## config.mk

```make
export PLATFORM = sky130hd
export DESIGN_NAME = seg_scan_decode
export DESIGN_NICKNAME = d
export VERILOG_FILES = /design/src/rtl/seg_scan_decode.sv
export SDC_FILE = /design/constraint.sdc
export NUM_CORES = 1
export LEC_CHECK = 0
export BUFFER_PORTS_ARGS = -buffer_cell sky130_fd_sc_hd__clkbuf_2
export CAP_MARGIN = 20
export CORE_ASPECT_RATIO = 1.75
export CORE_UTILIZATION = 59
export CTS_BUF_LIST = sky130_fd_sc_hd__clkbuf_8
export CTS_CLUSTER_SIZE = 30
export DETAILED_ROUTE_END_ITERATION = 6
export PLACE_DENSITY = 0.82
export REMOVE_ABC_BUFFERS = 1
export SLEW_MARGIN = 20
export SYNTH_ARGS = -nofsm -noshare
export SYNTH_HDL_FRONTEND = slang
export SYNTH_SLANG_ARGS = --single-unit
```

## constraint.sdc

```tcl
create_clock -name clk -period 5.2 [get_ports clk]
set_input_delay 0.26 -clock clk [delete_from_list [all_inputs] [get_ports clk]]
set_output_delay 0.26 -clock clk [all_outputs]
set_load 0.005 [all_outputs]
```

## src/rtl/seg_scan_decode.sv

```systemverilog
// Passive receiver for a scanned 6-digit common-anode seven-segment bus; recovers ASCII per digit.
// Optional feature macro: SEG_SCAN_DECODE_DP_EN (decimal point reported on dp instead of flagged as error).
module seg_scan_decode #(
  parameter int SETTLE    = 8,
  parameter int BLANK_CYC = 50000
) (
  input  logic       clk,
  input  logic       rst_n,
  input  logic [5:0] seg_sel,
  input  logic [7:0] seg_led,
  output logic [7:0] char0,
  output logic [7:0] char1,
  output logic [7:0] char2,
  output logic [7:0] char3,
  output logic [7:0] char4,
  output logic [7:0] char5,
  output logic [5:0] dp,
  output logic       frame_stb,
  output logic       blank,
  output logic       err_stb
);

  localparam int STAB_W = $clog2(SETTLE + 1);
  localparam int BLNK_W = $clog2(BLANK_CYC + 1);
  localparam logic [STAB_W-1:0] STAB_MAX = STAB_W'(SETTLE);
  localparam logic [BLNK_W-1:0] BLNK_MAX = BLNK_W'(BLANK_CYC);

  typedef enum logic [1:0] {
    ST_WAIT,
    ST_SETTLING,
    ST_CAPTURE,
    ST_HELD
  } state_t;

  logic [13:0]       meta_q, meta_d;
  logic [13:0]       sync_q, sync_d;
  logic [13:0]       prev_q, prev_d;
  logic [STAB_W-1:0] stab_q, stab_d;
  logic [BLNK_W-1:0] blnk_q, blnk_d;
  state_t            state_q, state_d;
  logic [7:0]        char_q [6];
  logic [7:0]        char_d [6];
  logic [5:0]        dp_q, dp_d;
  logic [5:0]        mask_q, mask_d;
  logic              frame_q, frame_d;
  logic              err_q, err_d;
  logic              blank_q, blank_d;

  logic [5:0] sel_s;
  logic [5:0] sel_hot;
  logic [7:0] led_s;
  logic [5:0] mask_set;
  logic       sel_valid;
  logic       sel_idle;
  logic       bus_changed;
  logic       settle_done;
  logic       capture_go;
  logic       blank_hit;
  logic [6:0] pat;
  logic [7:0] dec_char;
  logic       dec_err;
  logic       dec_dp;

  // Both buses are asynchronous to clk; they share one 2-stage synchroniser chain.
  always_comb begin
    meta_d = {seg_sel, seg_led};
    sync_d = meta_q;
    prev_d = sync_q;
  end

  assign sel_s       = sync_q[13:8];
  assign led_s       = sync_q[7:0];
  assign sel_hot     = ~sel_s;
  assign sel_valid   = $onehot(sel_hot);
  assign sel_idle    = (sel_s == 6'h3F);
  assign bus_changed = (sync_q != prev_q);
  // The extra !bus_changed keeps a change landing in the capture cycle from being latched.
  assign settle_done = sel_valid && !bus_changed && (stab_q == STAB_MAX);

  always_comb begin
    stab_d = stab_q;
    if (bus_changed) begin
      stab_d = '0;
    end else if (stab_q != STAB_MAX) begin
      stab_d = stab_q + STAB_W'(1);
    end
  end

  // Idle counter: runs on all-high select, clears on a single selected digit, holds on multi-low.
  always_comb begin
    blnk_d = blnk_q;
    if (sel_idle) begin
      if (blnk_q != BLNK_MAX) begin
        blnk_d = blnk_q + BLNK_W'(1);
      end
    end else if (sel_valid) begin
      blnk_d = '0;
    end
    blank_hit = sel_idle && (blnk_d == BLNK_MAX);
    blank_d   = sel_idle && (blank_q || blank_hit);
  end

  always_comb begin
    pat      = ~led_s[6:0];
    dec_char = 8'h3F;
    dec_err  = 1'b0;
    dec_dp   = 1'b0;
    case (pat)
      7'h00:   dec_char = 8'h00;
      7'h3F:   dec_char = 8'h30;
      7'h06:   dec_char = 8'h31;
      7'h5B:   dec_char = 8'h32;
      7'h4F:   dec_char = 8'h33;
      7'h66:   dec_char = 8'h34;
      7'h6D:   dec_char = 8'h35;
      7'h7D:   dec_char = 8'h36;
      7'h07:   dec_char = 8'h37;
      7'h7F:   dec_char = 8'h38;
      7'h6F:   dec_char = 8'h39;
      7'h71:   dec_char = 8'h46;
      default: dec_err  = 1'b1;
    endcase
`ifdef SEG_SCAN_DECODE_DP_EN
    dec_dp = ~led_s[7];
`else
    if (!led_s[7]) begin
      dec_char = 8'h3F;
      dec_err  = 1'b1;
    end
`endif
  end

  always_ff @(posedge clk or negedge rst_n) begin
    if (!rst_n) begin
      state_q <= ST_WAIT;
    end else begin
      state_q <= state_d;
    end
  end

  always_comb begin
    state_d = state_q;
    case (state_q)
      ST_WAIT: begin
        if (sel_valid) state_d = ST_SETTLING;
      end
      ST_SETTLING: begin
        if (!sel_valid)       state_d = ST_WAIT;
        else if (settle_done) state_d = ST_CAPTURE;
      end
      ST_CAPTURE: begin
        if (!sel_valid)       state_d = ST_WAIT;
        else if (bus_changed) state_d = ST_SETTLING;
        else                  state_d = ST_HELD;
      end
      ST_HELD: begin
        if (!sel_valid)       state_d = ST_WAIT;
        else if (bus_changed) state_d = ST_SETTLING;
      end
      default: state_d = ST_WAIT;
    endcase
  end

  // Capture is registered on the edge that enters CAPTURE, so results show during that state.
  always_comb begin
    capture_go = (state_q == ST_SETTLING) && settle_done;
  end

  always_comb begin
    char_d   = char_q;
    dp_d     = dp_q;
    mask_d   = mask_q;
    frame_d  = 1'b0;
    err_d    = 1'b0;
    mask_set = mask_q | sel_hot;
    if (blank_hit) begin
      for (int i = 0; i < 6; i++) begin
        char_d[i] = 8'h00;
      end
      dp_d   = '0;
      mask_d = '0;
    end else if (capture_go) begin
      for (int i = 0; i < 6; i++) begin
        if (sel_hot[i]) begin
          char_d[i] = dec_char;
          dp_d[i]   = dec_dp;
        end
      end
      if ((mask_q & sel_hot) != 6'h00) begin
        mask_d = sel_hot;
        err_d  = 1'b1;
      end else if (mask_set == 6'h3F) begin
        mask_d  = '0;
        frame_d = 1'b1;
      end else begin
        mask_d = mask_set;
      end
      if (dec_err) err_d = 1'b1;
    end
  end

  always_ff @(posedge clk or negedge rst_n) begin
    if (!rst_n) begin
      meta_q  <= '1;
      sync_q  <= '1;
      prev_q  <= '1;
      stab_q  <= '0;
      blnk_q  <= '0;
      dp_q    <= '0;
      mask_q  <= '0;
      frame_q <= 1'b0;
      err_q   <= 1'b0;
      blank_q <= 1'b0;
      for (int i = 0; i < 6; i++) begin
        char_q[i] <= 8'h00;
      end
    end else begin
      meta_q  <= meta_d;
      sync_q  <= sync_d;
      prev_q  <= prev_d;
      stab_q  <= stab_d;
      blnk_q  <= blnk_d;
      dp_q    <= dp_d;
      mask_q  <= mask_d;
      frame_q <= frame_d;
      err_q   <= err_d;
      blank_q <= blank_d;
      for (int i = 0; i < 6; i++) begin
        char_q[i] <= char_d[i];
      end
    end
  end

  assign char0     = char_q[0];
  assign char1     = char_q[1];
  assign char2     = char_q[2];
  assign char3     = char_q[3];
  assign char4     = char_q[4];
  assign char5     = char_q[5];
  assign dp        = dp_q;
  assign frame_stb = frame_q;
  assign err_stb   = err_q;
  assign blank     = blank_q;

endmodule

```

==> flow_summary_export.csv, run 1 <==
group,metric,value,unit
clock_network,clkTransAtPathRegs,0.11,ns
run_status,outcome,"complete, no violations",
routing,drtAntennaViolNets,0,
sta,finalSetupTns,0,ns
sta,period_needed,4.78,ns
logic_synthesis,synth_area,0.00524,mm^2
worst_setup_path,worst_ep_arrival_time,5.04,ns
sta,setup_viol,0,
routing,drt-pass1-iter-count,5,
logic_synthesis,synth_mux_area_share,7.28,%
logic_synthesis,synthXorXnorAreaFrac,3.34,%
global_routing,grt_util_met1,30.8,%
logic_synthesis,synthArstFlopShare,100,%
global_routing,grtUsageMet2,46.6,%
logic_synthesis,synth_compound_area_share,8.78,%
logic_synthesis,ys_top_cells_by_count,"67 x dfrtp_1, 64 x nor2_1, 42 x dfstp_2",
logic_synthesis,synth_edf_count,0,
placement,routabilityCongestion,0.913,
flow_run,cap_violations,0,
logic_synthesis,ys_seq_elements,109,
die,die_area,0.00928,mm^2
logic_synthesis,synthesis.instances,492,
sta,finalCritPeriodShare,91.9,%
routing,routed_wl,11300,um
worst_setup_path,startpoint_type,"register",
clock_network,cts_tree,"done",
logic_synthesis,synth_top_area_share,32.0,%
die,die_height,127,um
clock_network,cts.repair.resized,0,
power_and_ir_drop,leakagePower,2.64,nW
global_routing,grt_pass1_vias,3985,
sta,tightest_slew,1.06,ns
global_routing,grt_pass1_wl,18900,um
sta,finClkSkew,0.0159,ns
sta,fin_hold_ws,0.343,ns
logic_synthesis,synthDistinctLibCells,58,
global_routing,grtUsageTotal,26.7,%
layout,drive_gt1_share,23.7,%
logic_synthesis,synth.most_common_cell,"dfrtp_1",
clock_network,cts_root_buf,"clkbuf_8",
clock_network,h-tree-depth,3,
logic_synthesis,synthSimpleGateAreaFrac,18.6,%
worst_setup_path,critical_path_required,5.46,ns
sta,slew_violations,0,
clock_network,holdBufCountCts,15,
sta,fmax,0.209,GHz
sta,rsz0062_at_grt,"false",
die,num_rows,45,
clock_network,cts_post_setup_buffers_inserted,0,
routing,drc,0,
routing,drtIter0Drc,206,
layout,num-fill-cells,652,
global_routing,grt_max_degree,79,
hold_path,min_path_type,"primary input to async pin",
placement,port_buffers,60,
placement,hpwl,7910,um
power_and_ir_drop,powerDensity,258,mW/mm^2
clock_network,clock-sinks,109,
layout,area_growth_syn_to_layout,11.6,%
layout,fin_nets,576,
sta,slew_headroom,28.6,%
logic_synthesis,synth_top_family_by_area,"simple AND/OR/NAND/NOR gates",
logic_synthesis,synth_seq_area_share,53.0,%
logic_synthesis,ys_top_cells_by_area,"dfrtp_1 32%, dfstp_2 21%, mux2i_1 7.1%",
global_routing,overflow,0,
power_and_ir_drop,p_sw_share,26.5,%
logic_synthesis,syn_avg_cell_area,10.7,um^2
power_and_ir_drop,power_frac_clock,32.1,%
die,core,0.00867,mm^2
power_and_ir_drop,cell_internal_pwr,0.00111,W
global_routing,grt-busiest-layer,"met2",
worst_setup_path,cp_max_fo,45,
sta,hold_viol_final,0,
logic_synthesis,ys_warn_count,0,
clock_network,cts_buffer_depth,2,
power_and_ir_drop,switchingPower,0.000401,W
routing,routed_via_density,5.82,
clock_network,worstSkewPairLatency,0.38,ns
routing,num_vias,3918,
die,start_util,60.4,%
worst_setup_path,cp-end-kind,"register",
logic_synthesis,synth_top_cell_by_area,"dfrtp_1",
global_routing,met3_usage,3.81,%
worst_setup_path,critPathKind,"register to register",
die,io_pins,73,
die,die_w,73.3,um
logic_synthesis,ys.flop_type,"dfrtp_1",
layout,num_antenna_cells,0,
global_routing,antenna_found_initial,0,
routing,wl_per_cell,16.8,um
power_and_ir_drop,ir_drop,0.244,mV
logic_synthesis,synth_fa_ha_area_share,2.58,%
clock_network,numCtsBuffers,9,
power_and_ir_drop,seqPwrFrac,60.2,%
power_and_ir_drop,p_comb_share,7.7,%
metrics by stage:
stage | util (%) | power (W) | std cells | setup slack (ns) | cell area (um^2)
after detailed placement | 63.6 | 0.00103 | 642 | 0.489 | 5510
after CTS | 67.4 | 0.00152 | 673 | 0.463 | 5840
after global routing | 67.5 | 0.00157 | 673 | 0.201 | 5850
after global placement | 63.6 | 0.00102 | 642 | 0.769 | 5510
after floorplan | - | 0.000978 | 462 | 0.338 | 5040
final | 67.5 | 0.00151 | 673 | 0.422 | 5850
logic make-up (layout without fill, tap and decap cells):
group                      after synthesis  in the layout
AOI/OAI and AO/OA                       70             70
xor gates and xnor gates                20             20
adders and majority gates                9              9
buffers and inverters                   64            117
DFF                                    109            109
muxes                                   38             38
other                                    1             12
and+or+nand+nor                        181            181
worst max-delay path: stages, from the launching register on:
cell and delay, ns:
dfstp_2 0.65, fa_1 0.45, inv_1 0.09, fa_1 0.43, ha_1 0.21, fa_1 0.45
nor3b_1 0.47, o21ai_0 0.32, nand2_1 0.14, mux2i_1 0.10, or4_4 0.56, nor4_4 0.13
buf_4 0.42, and3b_1 0.24
power by group through the flow:
stage / Combinational, W / Sequential [W] / Clock, W
after global routing: 0.000130 / 0.000912 / 0.000524
after detailed placement: 0.000106 / 0.000923 / 0
final: 0.000117 / 0.000908 / 0.000484
after CTS: 0.000116 / 0.000908 / 0.000494
after global placement: 0.000101 / 0.000921 / 0
after floorplan: 0.0000639 / 0.000915 / 0
worst paths after layout:
path | start | endpoint | slack (ns) | depth (start not counted)
max in group asynchronous | rst_n | char3[2] | 3.57 | 3
worst max register to register | prev_d[11] | mask_q[1] | 0.42 | 13
min in group clk | meta_q[4] | prev_d[4] | 0.36 | 0
worst min register to register | meta_q[4] | prev_d[4] | 0.36 | 0
worst max-delay path | prev_d[11] | mask_q[1] | 0.42 | 13
worst min-delay path | rst_n | char0[6] | 0.34 | 2
registers in the layout (all words and copies together), names as in the netlist, 4 cells and up:
register / cells
blnk_q: 16
char0: 6
char1: 6
char2: 6
char3: 6
char4: 6
char5: 6
mask_q: 6
meta_q: 14
prev_d: 14
prev_q: 14
stab_q: 4
metal layers:
metal	wire length, um	part of all wire (%)
met5	0	0
met2	6040	53
met3	425	3.8
met1	4320	38
met4	505	4.5
cell type report:
class	count	area [um^2]	share of cell area (%)
tap	117	146	2.50
inverter	23	86.3	1.48
clock inverter	7	58.8	1.01
timing repair buffer	78	475	8.13
multi-input combinational	330	2180	37.3
sequential	109	2780	47.5
clock buffer	9	124	2.12
cell usage in the layout, fill, tap and decap left out, types with 3 or more instances in the layout:
cell type | synthesis | final
a21o_1 | 4 | 4
a21oi_1 | 15 | 15
a31oi_1 | 4 | 4
and3_1 | 5 | 5
and3b_1 | 6 | 6
and4_1 | 3 | 3
buf_4 | 18 | 4
clkbuf_2 | 0 | 59
clkbuf_8 | 0 | 9
conb_1 | 1 | 12
dfrtp_1 | 67 | 67
dfstp_2 | 42 | 42
dlygate4sd3_1 | 0 | 15
fa_1 | 3 | 3
ha_1 | 6 | 6
inv_1 | 23 | 24
mux2i_1 | 37 | 37
nand2_1 | 24 | 24
nand2b_1 | 3 | 3
nand3_1 | 12 | 12
nand3b_1 | 3 | 3
nand4_1 | 12 | 12
nor2_1 | 64 | 64
nor3_1 | 11 | 11
nor4_1 | 8 | 7
nor4_2 | 4 | 5
o21ai_0 | 16 | 16
o22ai_1 | 4 | 4
o2bb2ai_1 | 7 | 7
o31ai_1 | 3 | 3
or3_1 | 6 | 6
or4_1 | 4 | 4
xnor2_1 | 4 | 4
xor2_1 | 16 | 16
Power figures use the tool's default switching activity.
==> inputs of run 2 (changes only) <==
Settings changed: CORE_UTILIZATION 59 to 57, CTS_BUF_LIST sky130_fd_sc_hd__clkbuf_8 to default, PLACE_DENSITY 0.82 to 0.79.
==> run 2 against run 1 <==
Cell count rose by 0.45%. Highest routed layer unchanged. Clock power is 39% higher. Final area is 1.9% higher. Register-to-register slack improved by 0.11 ns. Sequential share of layout area down 0.87 points. Critical endpoint unchanged. Sequential power hardly changed.
==> flow_summary_export.csv, run 2 (synthesized netlist as in run 1, its figures left out) <==
group,metric,value,unit
die,die_area,0.00960,mm^2
global_routing,grtUsageTotal,26.6,%
clock_network,cts_root_buf,"clkbuf_16",
worst_setup_path,crit_path_top_delay_cell,"dfstp_2",
run_status,outcome,"complete, no violations",
power_and_ir_drop,p_sw_share,25.5,%
worst_setup_path,path_buf_inv,2,
placement,place_area,0.00552,mm^2
power_and_ir_drop,seqPwrFrac,53.5,%
routing,drt-pass1-iter-count,4,
routing,num_vias,3893,
clock_network,holdBufCountCts,14,
power_and_ir_drop,switchingPower,0.000433,W
placement,port_buffers,60,
sta,finalSetupTns,0,ns
layout,postLayoutCellArea,0.00596,mm^2
flow_run,cap_violations,0,
sta,slew_headroom,30.0,%
layout,regMostFlops,"blnk_q",
hold_path,min_path_type,"primary input to register",
die,start_util,58.4,%
routing,wl_per_cell,17.2,um
layout,largest_reg_flops,16,
power_and_ir_drop,powerDensity,285,mW/mm^2
sta,hold_viol_final,0,
global_routing,grt_pass1_vias,4013,
placement,dp.cells,646,
layout,num_antenna_cells,0,
power_and_ir_drop,p_comb_share,6.8,%
global_routing,overflow,0,
worst_setup_path,startpoint_type,"register",
worst_setup_path,worst_path_most_repeated_cell,"fa_1",
power_and_ir_drop,ir_drop,0.243,mV
die,die_w,74.5,um
power_and_ir_drop,power_frac_clock,39.7,%
clock_network,clock-sinks,109,
sta,rsz0062_at_grt,"false",
worst_setup_path,crit_family,"adder cells",
sta,finClkSkew,0.0138,ns
layout,stdcell_count,676,
die,io_pins,73,
layout,layout_common_cells,"67 x dfrtp_1, 64 x nor2_1, 59 x clkbuf_2, 42 x dfstp_2, 37 x mux2i_1",
sta,period_needed,4.67,ns
die,core,0.00898,mm^2
worst_setup_path,reg2reg_from,"prev_d[11]",
power_and_ir_drop,cell_internal_pwr,0.00126,W
sta,fmax,0.214,GHz
worst_setup_path,setup.worst_path.end,"mask_q[1]",
worst_setup_path,cp_max_fo,45,
placement,pre_cts_ws,0.624,ns
worst_setup_path,critPathLaunch,"prev_d[11]",
placement,routabilityCongestion,0.896,
worst_setup_path,max_stage_delay,0.65,ns
clock_network,cts.repair.resized,0,
layout,num-fill-cells,704,
clock_network,worstSkewPairLatency,0.36,ns
layout,drive_gt1_share,23.7,%
die,num_rows,46,
die,die_height,129,um
routing,routed_wl,11600,um
routing,drtAntennaViolNets,0,
clock_network,h-tree-depth,3,
sta,tightest_slew,1.04,ns
layout,final_common_cell,"dfrtp_1",
clock_network,numCtsBuffers,9,
clock_network,cts_tree,"done",
clock_network,cts_post_setup_buffers_inserted,0,
layout,area_growth_syn_to_layout,13.7,%
worst_setup_path,critical_path_required,5.44,ns
worst_setup_path,cp.depth,13,
worst_setup_path,worst_ep_arrival_time,4.91,ns
worst_setup_path,path_cells,"fa_1 -> inv_1 -> fa_1 -> ha_1 -> fa_1 -> nor3b_1 -> o21ai_0 -> nand2_1 -> mux2i_1 -> or4_4 -> nor4_4 -> buf_4 -> and3b_1",
sta,slew_violations,0,
worst_setup_path,critPathKind,"register to register",
routing,drtIter0Drc,221,
layout,fin_util,66.4,%
worst_setup_path,cp-end-kind,"register",
sta,finalCritPeriodShare,89.8,%
sta,setup_ws,0.533,ns
power_and_ir_drop,leakagePower,2.68,nW
global_routing,grt_pass1_wl,19200,um
worst_setup_path,reg2reg_depth,13,
clock_network,cts_buffer_depth,2,
global_routing,antenna_found_initial,0,
layout,fin_nets,576,
routing,drc,0,
placement,hpwl,8020,um
worst_setup_path,worst_r2r_endpoint,"mask_q[1]",
sta,setup_viol,0,
worst_setup_path,worst-r2r-setup-slack,0.53,ns
global_routing,grt_max_degree,66,
routing,routed_via_density,5.76,
clock_network,clkTransAtPathRegs,0.07,ns
[run 2: cell count changes in the layout (fill, tap and decap cells not counted), sizes merged]
cell / previous run / this run
inv: 28 / 26
clkinv: 2 / 3
buf: 4 / 5
clkbuf: 68 / 69
dlygate4sd3: 15 / 14
[run 2: worst min path at each step]
stage               start         end  slack [ns]  cells after the start
6_report       seg_sel[1]   meta_q[9]      0.0006                      1
5_1_grt        seg_sel[1]   meta_q[9]      0.0004                      1
4_1_cts        seg_sel[1]   meta_q[9]       0.003                      1
3_5_place_dp        rst_n  blnk_q[10]        0.30                      1
3_3_place_gp        rst_n  blnk_q[10]        0.28                      1
2_1_floorplan       rst_n       blank       -0.04                      0
[run 2: area by class of cell]
class,instances,area (um^2),share of cell area (%)
sequential,109,2780,46.7
timing repair buffer,78,473,7.94
clock inverter,6,67.6,1.13
multi-input combinational,330,2170,36.5
tap,120,150,2.52
inverter,23,86.3,1.45
clock buffer,10,229,3.84
[run 2: metal layers]
| metal | routed length [um] | vias up | GRT usage, % |
|---|---|---|---|
| met5 | 0 | - | 0 |
| met3 | 464 | 38 | 3.99 |
| met4 | 448 | 0 | 13.4 |
| li1 | - | 1806 | - |
| met1 | 4280 | 1910 | 29.1 |
| met2 | 6450 | 139 | 48.3 |
[run 2: worst register-to-register path: stages (launching register included)]
cell and delay (ns):
dfstp_2 0.65, fa_1 0.45, inv_1 0.08, fa_1 0.41, ha_1 0.20, fa_1 0.46, nor3b_1 0.46, o21ai_0 0.24
nand2_1 0.11, mux2i_1 0.08, or4_4 0.56, nor4_4 0.15, buf_4 0.44, and3b_1 0.26
[run 2: metrics by stage]
step	hold slack [ns]	total power (W)
after floorplan	-0.0356	0.000978
after global placement	0.284	0.00102
after detailed placement	0.296	0.00103
after CTS	0.00322	0.00170
after global routing	0.000403	0.00176
final	0.000581	0.00170
[run 2: power by group through the flow]
stage	Sequential, W	Clock [W]	Combinational (W)
finish	0.000908	0.000674	0.000115
global route	0.000912	0.000712	0.000131
CTS	0.000908	0.000680	0.000116
detailed placement	0.000923	0	0.000105
global placement	0.000921	0	0.000100
floorplan	0.000915	0	0.0000639
==> inputs of run 3 (changes only) <==
==> constraint.sdc (replaced) <==
create_clock -name clk -period 5.2 [get_ports clk]
set_input_delay 0.52 -clock clk [delete_from_list [all_inputs] [get_ports clk]]
set_output_delay 0.52 -clock clk [all_outputs]
set_load 0.005 [all_outputs]
==> run 3 against run 2 <==
Fmax fell by 0.67%. Via count is 0.82% lower. Clock-buffer cell count unchanged. Sequential cell count is the same. Critical path type unchanged. Largest cell class unchanged. Highest routed layer unchanged.
==> flow_summary_export.csv, run 3 (synthesized netlist as in run 1, its figures left out) <==
group,metric,value,unit
worst_setup_path,worst_r2r_endpoint,"mask_q[1]",
clock_network,cts.repair.resized,0,
worst_setup_path,critPathKind,"register to register",
sta,slew_violations,0,
layout,num_antenna_cells,0,
power_and_ir_drop,leakagePower,2.62,nW
sta,finalCritPeriodShare,90.4,%
flow_run,cap_violations,0,
routing,drtAntennaViolNets,0,
worst_setup_path,reg2reg_from,"prev_d[11]",
hold_path,min_path_type,"primary input to async pin",
die,start_util,58.4,%
placement,dp.cells,646,
worst_setup_path,cp_max_fo,45,
layout,drive_gt1_share,24.4,%
global_routing,grt_pass1_wl,19000,um
clock_network,cts_post_setup_buffers_inserted,0,
sta,hold_viol_final,0,
routing,routed_via_density,5.83,
worst_setup_path,max_stage_delay,0.65,ns
worst_setup_path,path_cells,"fa_1 -> inv_1 -> fa_1 -> ha_1 -> fa_1 -> nor3b_1 -> o21ai_0 -> nand2_1 -> mux2i_1 -> or4_4 -> nor4_4 -> buf_4 -> and3b_1",
layout,area_growth_syn_to_layout,11.0,%
run_status,outcome,"complete, no violations",
worst_setup_path,startpoint_type,"register",
routing,wl_per_cell,17.4,um
sta,slew_headroom,30.0,%
placement,routabilityCongestion,0.896,
routing,num_vias,3861,
global_routing,grt_pass1_vias,3981,
worst_setup_path,crit_family,"simple AND/OR/NAND/NOR gates",
worst_setup_path,reg2reg_depth,13,
worst_setup_path,crit_path_top_delay_cell,"dfstp_2",
layout,largest_reg_flops,16,
global_routing,grt_max_degree,66,
clock_network,h-tree-depth,3,
worst_setup_path,worst_ep_arrival_time,4.94,ns
layout,regMostFlops,"blnk_q",
power_and_ir_drop,powerDensity,290,mW/mm^2
worst_setup_path,path_buf_inv,2,
sta,finClkSkew,0.0125,ns
clock_network,holdBufCountCts,0,
layout,layout_common_cells,"67 x dfrtp_1, 64 x nor2_1, 59 x clkbuf_2, 42 x dfstp_2, 37 x mux2i_1",
worst_setup_path,worst_path_most_repeated_cell,"fa_1",
global_routing,antenna_found_initial,0,
clock_network,numCtsBuffers,9,
die,num_rows,46,
clock_network,clkTransAtPathRegs,0.07,ns
die,die_height,129,um
layout,stdcell_count,662,
die,die_w,74.5,um
global_routing,overflow,0,
sta,rsz0062_at_grt,"false",
placement,hpwl,8020,um
sta,setup_viol,0,
sta,finalSetupTns,0,ns
worst_setup_path,worst-r2r-setup-slack,0.50,ns
placement,port_buffers,60,
die,io_pins,73,
sta,fmax,0.213,GHz
routing,drc,0,
worst_setup_path,cp-end-kind,"register",
global_routing,grtUsageTotal,26.3,%
sta,tightest_slew,1.04,ns
clock_network,cts_buffer_depth,2,
power_and_ir_drop,ir_drop,0.243,mV
sta,period_needed,4.70,ns
routing,drt-pass1-iter-count,5,
routing,drtIter0Drc,228,
worst_setup_path,critical_path_required,5.44,ns
clock_network,cts_tree,"done",
routing,routed_wl,11500,um
clock_network,clock-sinks,109,
layout,final_common_cell,"dfrtp_1",
die,core,0.00898,mm^2
die,die_area,0.00960,mm^2
clock_network,worstSkewPairLatency,0.35,ns
layout,fin_nets,562,
clock_network,cts_root_buf,"clkbuf_16",
layout,fin_util,64.8,%
## run 3: changes by cell type in the layout (fill, tap and decap cells not counted), sizes merged
cell and change:
dlygate4sd3 -14
## run 3: final cells by class
class | count | area [um^2]
Sequential cell | 109 | 2780
Tap cell | 120 | 150
Clock buffer | 10 | 229
Timing Repair Buffer | 64 | 333
Clock inverter | 6 | 67.6
Multi-Input combinational cell | 330 | 2170
Fill cell | 720 | 3160
Inverter | 23 | 86.3
## run 3: where the power goes
part | internal, W | switching, W | leakage [nW] | total, W
clock | 0.000340 | 0.000332 | 0.144 | 0.000672
combinational | 0.0000366 | 0.0000698 | 1.10 | 0.000106
sequential | 0.000881 | 0.0000271 | 1.38 | 0.000908
total | 0.00126 | 0.000429 | 2.62 | 0.00169
## run 3: metal layers
metal  part of all wire, %  global-route usage [%]
met5                     0                       0
met4                   3.5                    13.0
met3                   3.9                    3.99
met2                    55                    47.6
met1                    37                    29.0
## run 3: how the worst max path moves through the flow
stage          startpoint        end  depth (start not counted)
4_1_cts        prev_d[11]  mask_q[1]                         13
3_3_place_gp    prev_d[9]  mask_q[1]                         13
3_5_place_dp   prev_d[11]  mask_q[1]                         13
6_report       prev_d[11]  mask_q[1]                         13
2_1_floorplan   prev_d[9]  mask_q[0]                         12
5_1_grt        prev_d[11]  mask_q[1]                         13
## run 3: metrics by stage
step | power, W | setup WS, ns | cell area, um^2 | hold WS (ns)
2_1_floorplan | 0.000978 | 0.338 | 5040 | 0.224
3_3_place_gp | 0.00102 | 0.765 | 5520 | 0.346
3_5_place_dp | 0.00103 | 0.624 | 5520 | 0.347
4_1_cts | 0.00170 | 0.576 | 5820 | 0.188
5_1_grt | 0.00175 | 0.297 | 5820 | 0.204
6_report | 0.00169 | 0.501 | 5820 | 0.157
## run 3: worst register-to-register path, cell delays in order (launching register included)
cell	delay, ns
dfstp_2	0.65
fa_1	0.45
inv_1	0.08
fa_1	0.41
ha_1	0.20
fa_1	0.46
nor3b_1	0.48
o21ai_0	0.25
nand2_1	0.12
mux2i_1	0.09
or4_4	0.56
nor4_4	0.15
buf_4	0.44
and3b_1	0.26
